### config.mk
export PLATFORM = sky130hd
export DESIGN_NAME = pipeline_run_monitor
export DESIGN_NICKNAME = d
export VERILOG_FILES = /design/src/rtl/pipeline_run_monitor.sv
export SDC_FILE = /design/constraint.sdc
export NUM_CORES = 2
export LEC_CHECK = 0
export ABC_AREA = 1
export BUFFER_PORTS_ARGS = -buffer_cell sky130_fd_sc_hd__buf_4
export CAP_MARGIN = 20
export CORE_ASPECT_RATIO = 1.5
export CORE_MARGIN = 2
export CORE_UTILIZATION = 45
export CTS_BUF_LIST = sky130_fd_sc_hd__clkbuf_16
export DETAILED_ROUTE_END_ITERATION = 8
export MAX_ROUTING_LAYER = met4
export PLACE_DENSITY = 0.66
export SKIP_LAST_GASP = 1
export SLEW_MARGIN = 20
export SYNTH_ARGS = -nofsm -noshare
export SYNTH_HDL_FRONTEND = slang
export SYNTH_SLANG_ARGS = --single-unit
### constraint.sdc
create_clock -name clk -period 2.7 [get_ports clk]
set_clock_uncertainty 0.05 [all_clocks]
set_input_delay 0.54 -clock clk [delete_from_list [all_inputs] [get_ports clk]]
set_output_delay 0.54 -clock clk [all_outputs]
set_load 0.03 [all_outputs]
### src/rtl/pipeline_run_monitor.sv
// pipeline_run_monitor: run controller and sort checker for the pipelined RISC-V core.
//   Sequences the core reset, counts RUN cycles and stall/flush events, and ends a run
//   with pass (element taps ordered and unchanged for STABLE_CYCLES cycles) or timeout.
// Ports:
//   clk        in   rising-edge clock
//   reset      in   asynchronous active-low reset
//   start      in   1-cycle pulse, begins a run from IDLE or DONE
//   elements   in   NUM_ELEM taps, element i at [i*DATA_W +: DATA_W]
//   stall      in   core stall indicator
//   flush      in   core flush indicator
//   core_reset out  active-high reset to the core
//   busy       out  1 in RESET or RUN
//   done       out  1 in DONE
//   pass       out  run ended sorted and stable
//   timeout    out  run ended by TIMEOUT
//   cycle_cnt  out  RUN cycles elapsed
//   stall_cnt  out  RUN cycles with stall=1
//   flush_cnt  out  RUN cycles with flush=1
module pipeline_run_monitor #(
    parameter int DATA_W        = 64,
    parameter int NUM_ELEM      = 8,
    parameter int CNT_W         = 32,
    parameter int RST_CYCLES    = 2,
    parameter int STABLE_CYCLES = 16,
    parameter int TIMEOUT       = 700,
    parameter bit ASCENDING     = 1'b1,
    parameter bit SIGNED_CMP    = 1'b1
) (
    input  logic                         clk,
    input  logic                         reset,
    input  logic                         start,
    input  logic [NUM_ELEM*DATA_W-1:0]   elements,
    input  logic                         stall,
    input  logic                         flush,
    output logic                         core_reset,
    output logic                         busy,
    output logic                         done,
    output logic                         pass,
    output logic                         timeout,
    output logic [CNT_W-1:0]             cycle_cnt,
    output logic [CNT_W-1:0]             stall_cnt,
    output logic [CNT_W-1:0]             flush_cnt
);
    localparam int SW = $clog2(STABLE_CYCLES + 1);
    localparam int RW = $clog2(RST_CYCLES + 1);

    typedef enum logic [1:0] {IDLE, RST, RUN, DONE} state_t;

    state_t                       state;
    logic [NUM_ELEM*DATA_W-1:0]   snapshot;
    logic                         snap_valid;
    logic [SW-1:0]                stable_cnt;
    logic [RW-1:0]                rst_cnt;
    logic                         sorted;
    logic                         stable_hit;
    logic [SW-1:0]                stable_nxt;
    logic [CNT_W-1:0]             cycle_nxt;
    logic [CNT_W-1:0]             stall_nxt;
    logic [CNT_W-1:0]             flush_nxt;

    // Equal neighbours are always in order.
    function automatic logic in_order(input logic [DATA_W-1:0] a, input logic [DATA_W-1:0] b);
        logic a_gt_b;
        logic a_lt_b;
        a_gt_b = SIGNED_CMP ? ($signed(a) > $signed(b)) : (a > b);
        a_lt_b = SIGNED_CMP ? ($signed(a) < $signed(b)) : (a < b);
        return ASCENDING ? !a_gt_b : !a_lt_b;
    endfunction

    always_comb begin
        sorted = 1'b1;
        for (int i = 0; i < NUM_ELEM - 1; i++)
            sorted = sorted & in_order(elements[i*DATA_W +: DATA_W], elements[(i+1)*DATA_W +: DATA_W]);
    end

    // The snapshot only becomes meaningful after the first RUN cycle has loaded it.
    assign stable_hit = sorted && snap_valid && (elements == snapshot);
    assign stable_nxt = stable_hit ? stable_cnt + 1'b1 : '0;
    assign cycle_nxt  = &cycle_cnt ? cycle_cnt : cycle_cnt + 1'b1;
    assign stall_nxt  = (stall && !(&stall_cnt)) ? stall_cnt + 1'b1 : stall_cnt;
    assign flush_nxt  = (flush && !(&flush_cnt)) ? flush_cnt + 1'b1 : flush_cnt;

    always_ff @(posedge clk or negedge reset) begin
        if (!reset) begin
            state      <= IDLE;
            core_reset <= 1'b1;
            busy       <= 1'b0;
            done       <= 1'b0;
            pass       <= 1'b0;
            timeout    <= 1'b0;
            cycle_cnt  <= '0;
            stall_cnt  <= '0;
            flush_cnt  <= '0;
            snapshot   <= '0;
            snap_valid <= 1'b0;
            stable_cnt <= '0;
            rst_cnt    <= '0;
        end else begin
            case (state)
                IDLE, DONE: begin
                    if (start) begin
                        state      <= RST;
                        core_reset <= 1'b1;
                        busy       <= 1'b1;
                        done       <= 1'b0;
                        pass       <= 1'b0;
                        timeout    <= 1'b0;
                        cycle_cnt  <= '0;
                        stall_cnt  <= '0;
                        flush_cnt  <= '0;
                        snap_valid <= 1'b0;
                        stable_cnt <= '0;
                        rst_cnt    <= '0;
                    end
                end
                RST: begin
                    rst_cnt <= rst_cnt + 1'b1;
                    if (rst_cnt == RW'(RST_CYCLES - 1)) begin
                        state      <= RUN;
                        core_reset <= 1'b0;
                    end
                end
                RUN: begin
                    cycle_cnt  <= cycle_nxt;
                    stall_cnt  <= stall_nxt;
                    flush_cnt  <= flush_nxt;
                    snapshot   <= elements;
                    snap_valid <= 1'b1;
                    stable_cnt <= stable_nxt;
                    // Pass is checked first so it wins a same-cycle tie with timeout.
                    if (stable_nxt == SW'(STABLE_CYCLES)) begin
                        state <= DONE;
                        busy  <= 1'b0;
                        done  <= 1'b1;
                        pass  <= 1'b1;
                    end else if (cycle_nxt == CNT_W'(TIMEOUT)) begin
                        state   <= DONE;
                        busy    <= 1'b0;
                        done    <= 1'b1;
                        timeout <= 1'b1;
                    end
                end
                default: state <= IDLE;
            endcase
        end
    end
endmodule

==> qor.txt <==
Run status: complete, but fails checks
Failing checks: DRC, setup timing
Pin count of the biggest net entering global routing: 208
Critical path launch point type: flip-flop
Root buffer selected by CTS: sky130_fd_sc_hd__clkbuf_16
Max Cap Viol: 0
Total of flip-flops plus latches after synthesis: 623
Cell count after placement: 10.5k
Worst endpoint required time: 3.30 ns
Fin crit share: 121%
Deepest clock path buffer count: 3
Worst reg2reg endpoint: stable_cnt[4]$_DFFE_PN0P_
Hold Worst Slack: 0.00786 ns
Fraction of registers with async set or reset after synthesis: 100%
Count of H-tree levels built during CTS: 3
Final #Nets: 10.2k
DRC violation count after routing: 10
Gr usage total: 56.8%
Clock Pin Slew Worst Setup and Hold Paths: 0.07 ns
Unique masters post-synth: 53
WHS Endpoint: snapshot[505]$_DFFE_PN0P_
Leading cell types by count after synthesis: sky130_fd_sc_hd__nand2_1 (2475), sky130_fd_sc_hd__inv_1 (1081), sky130_fd_sc_hd__o21ai_0 (681)
Prevailing post-synth register cell: sky130_fd_sc_hd__dfrtp_1
Total of endpoints with negative setup slack in the final report: 11
Starting DRT DRC Count: 7830
Dominant cell by count in the synthesized netlist: sky130_fd_sc_hd__nand2_1
Sequential share of the synthesized area: 32.6%
Number of stages on the worst hold path: 3
Via count of the first global-routing pass: 58.6k
Portion of synthesized cell area occupied by the leading cell type: 32.6%
Cell count after synthesis: 7172
Pins over their slew limit: 0
Leftover overflow at the end of global routing: 0
Area of the multi-input gates: 28400 um2
Fmax: 306 MHz
Worst-case register-to-register setup slack: -0.57 ns
Wire length of the first global-routing pass: 420000 um
Net Switching: 0.0288 W
Count of filler cells inserted in the layout: 9438
Syn_nets: 8145
Area leader, netlist: sky130_fd_sc_hd__dfrtp_1
Placed wire-length estimate: 253000 um
Start point of the worst hold path: elements[505]
Std-Cell Rows: 146
Depth of the worst register-to-register path: 18
Pre-Repair DR Iteration Count: 9
Detailed-route wire length: 304000 um
Internal Power: 0.0313 W
Ranking of synthesized cells by area: sky130_fd_sc_hd__dfrtp_1 (33%), sky130_fd_sc_hd__nand2_1 (19%), sky130_fd_sc_hd__ha_1 (12%)
Hold crit path type: primary input to flip-flop
Die outline height: 403 um
IO Pins: 618
Clock group share of total power: 17.5%
Combinational fraction of design power: 56.1%
Arrival time reported for the critical path endpoint: 3.86 ns
Final worst path period need: 3.27 ns
Post-Syn Area per Cell: 6.66 um2
I/O Buffers: 617
Area of the core: 105000 um2
Flip-flop and latch area: 15600 um2
Worst r2r src: snapshot[320]$_DFFE_PN0P_
Rel. slew slack: 23.6%
Die outline area: 109000 um2
Worst-margin pin slew: 1.14 ns
PwrDens: 866 nW/um2
Count of non-filler cells in the finished layout: 10.7k
Number of warnings issued by yosys: 0
Leakage Power: 38.0 nW
Fraction of final layout cells sized beyond drive strength 1: 26.2%
Later-pin clock latency in the skew report: 0.72 ns
Number of hold violations in the final report: 0
Initial antenna violation count: 49
Routed length per placed instance: 28.4 um
Number of clock buffers inserted by TritonCTS: 72
Synthesized area: 47800 um2
Proportion of power drawn by flip-flops and latches: 26.4%
Power consumption: 0.0601 W
Antenna Nets Post-Route: 0
CP max FO: 2
TritonCTS Sinks: 623
Area added between synthesis and finish: 45.3%
CTS tree: yes
Setup repair after global routing missed its margin: yes
Routability Congestion: 1.17
Initial Utilization: 45.3%
Vias per Instance: 5.70
Count of flip-flops with a built-in enable after synthesis: 0
Width of the chip: 270 um
Via count of the routed design: 61.0k
Switching share of power: 47.9%
Minimum setup slack in the final design: -0.567 ns
Setup crit end kind: flip-flop
Kind of critical path: flip-flop to flip-flop
Peak supply drop: 0.828 mV
-- placed cells by master (no fill, tap or decap), drive strengths merged, types with 103 or more instances in the layout --
master	netlist	layout
nand2	2483	2483
buf	12	2079
dfrtp	622	622
xor2	103	103
ha	456	456
a21oi	252	252
nand4	169	169
inv	1090	1097
o21ai	685	685
nor3	141	141
nor2	655	655
nand3	154	154
-- critical path, cell delays in order (launching register included) --
cell and delay (ns):
sky130_fd_sc_hd__dfrtp_1 0.40, sky130_fd_sc_hd__xor2_1 0.19, sky130_fd_sc_hd__buf_4 0.16, sky130_fd_sc_hd__nor2_1 0.15, sky130_fd_sc_hd__nand4_1 0.52, sky130_fd_sc_hd__nor2_1 0.24, sky130_fd_sc_hd__nand2_1 0.07, sky130_fd_sc_hd__nor2_1 0.13
sky130_fd_sc_hd__nand3_2 0.11, sky130_fd_sc_hd__nor2_4 0.13, sky130_fd_sc_hd__nand2_2 0.07, sky130_fd_sc_hd__nor2_4 0.24, sky130_fd_sc_hd__nand2_2 0.12, sky130_fd_sc_hd__nor2_4 0.11, sky130_fd_sc_hd__buf_4 0.11, sky130_fd_sc_hd__buf_4 0.09
sky130_fd_sc_hd__buf_4 0.09, sky130_fd_sc_hd__buf_4 0.09, sky130_fd_sc_hd__a22o_1 0.11
-- metal layers --
metal	track usage, %	wire (um)	up-vias
met1	55.4	94300	27874
li1	-	-	26850
met2	84.7	130000	4425
met4	68.0	48800	0
met3	15.5	31500	1849
met5	-	0	-
-- cell type report --
class	instances	area share (%)
antenna	50	0.180
clock buffer	75	2.70
clock inverter	54	0.654
inverter	1092	5.94
multi-input combinational	5327	40.9
sequential	623	22.5
tap	1406	2.53
timing repair buffer	2080	24.6
-- cells by family after synthesis --
| group | Yosys count | synth area share [%] |
|---|---|---|
| AOI/OAI and AO/OA | 1015 | 11.1 |
| xor gates and xnor gates | 178 | 3.26 |
| adders and majority gates | 456 | 11.9 |
| buffers and inverters | 1222 | 9.65 |
| DFF | 623 | 32.6 |
| and+or+nand+nor | 3678 | 31.4 |
-- registers in the layout (all words and copies together) (netlist names) --
register	count
snapshot	512
flush_cnt	32
core_reset	1
stable_cnt	5
busy	1
cycle_cnt	32
stall_cnt	32
state	2
rst_cnt	2
timeout	1
snap_valid	1
pass	1
done	1
-- power groups by stage --
stage	combinational (W)	clock [W]	sequential, W
2_1_floorplan	0.0133	0	0.0152
3_3_place_gp	0.0304	0	0.0156
3_5_place_dp	0.0310	0	0.0157
4_1_cts	0.0315	0.0104	0.0156
5_1_grt	0.0351	0.0108	0.0161
6_report	0.0337	0.0105	0.0158
-- how the worst max path moves through the flow --
stage                         startpoint                        end  slack (ns)  cells past startpoint
2_1_floorplan              elements[191]       state[0]$_DFFE_PN0P_        0.03                     21
3_3_place_gp               elements[300]       state[1]$_DFFE_PN0P_       -1.37                     19
4_1_cts        snapshot[344]$_DFFE_PN0P_       state[1]$_DFFE_PN0P_       -0.31                     18
5_1_grt        snapshot[320]$_DFFE_PN0P_       state[0]$_DFFE_PN0P_       -0.56                     18
6_report       snapshot[320]$_DFFE_PN0P_  stable_cnt[4]$_DFFE_PN0P_       -0.57                     18
3_5_place_dp               elements[300]       state[1]$_DFFE_PN0P_       -1.33                     19
-- through the flow --
| step | setup TNS, ns | instance area (um2) | util [%] | setup slack [ns] |
|---|---|---|---|---|
| floorplan | 0 | 47800 | - | 0.0256 |
| global placement | -12.37 | 65900 | 62.5 | -1.37 |
| detailed placement | -11.45 | 65900 | 62.5 | -1.33 |
| CTS | -1.58 | 68700 | 65.2 | -0.312 |
| global route | -5.84 | 69400 | 65.8 | -0.565 |
| finish | -4.82 | 69400 | 65.9 | -0.567 |
-- timing repair --
item	CTS	global route
gates cloned	0	0
buffers inserted	11	18
pin swaps	29	64
hold buffers	1	0
resized for setup	123	118
endpoints found under the setup margin	14	39
endpoints found under the hold margin	42	0
(Power assumes the default switching activity.)
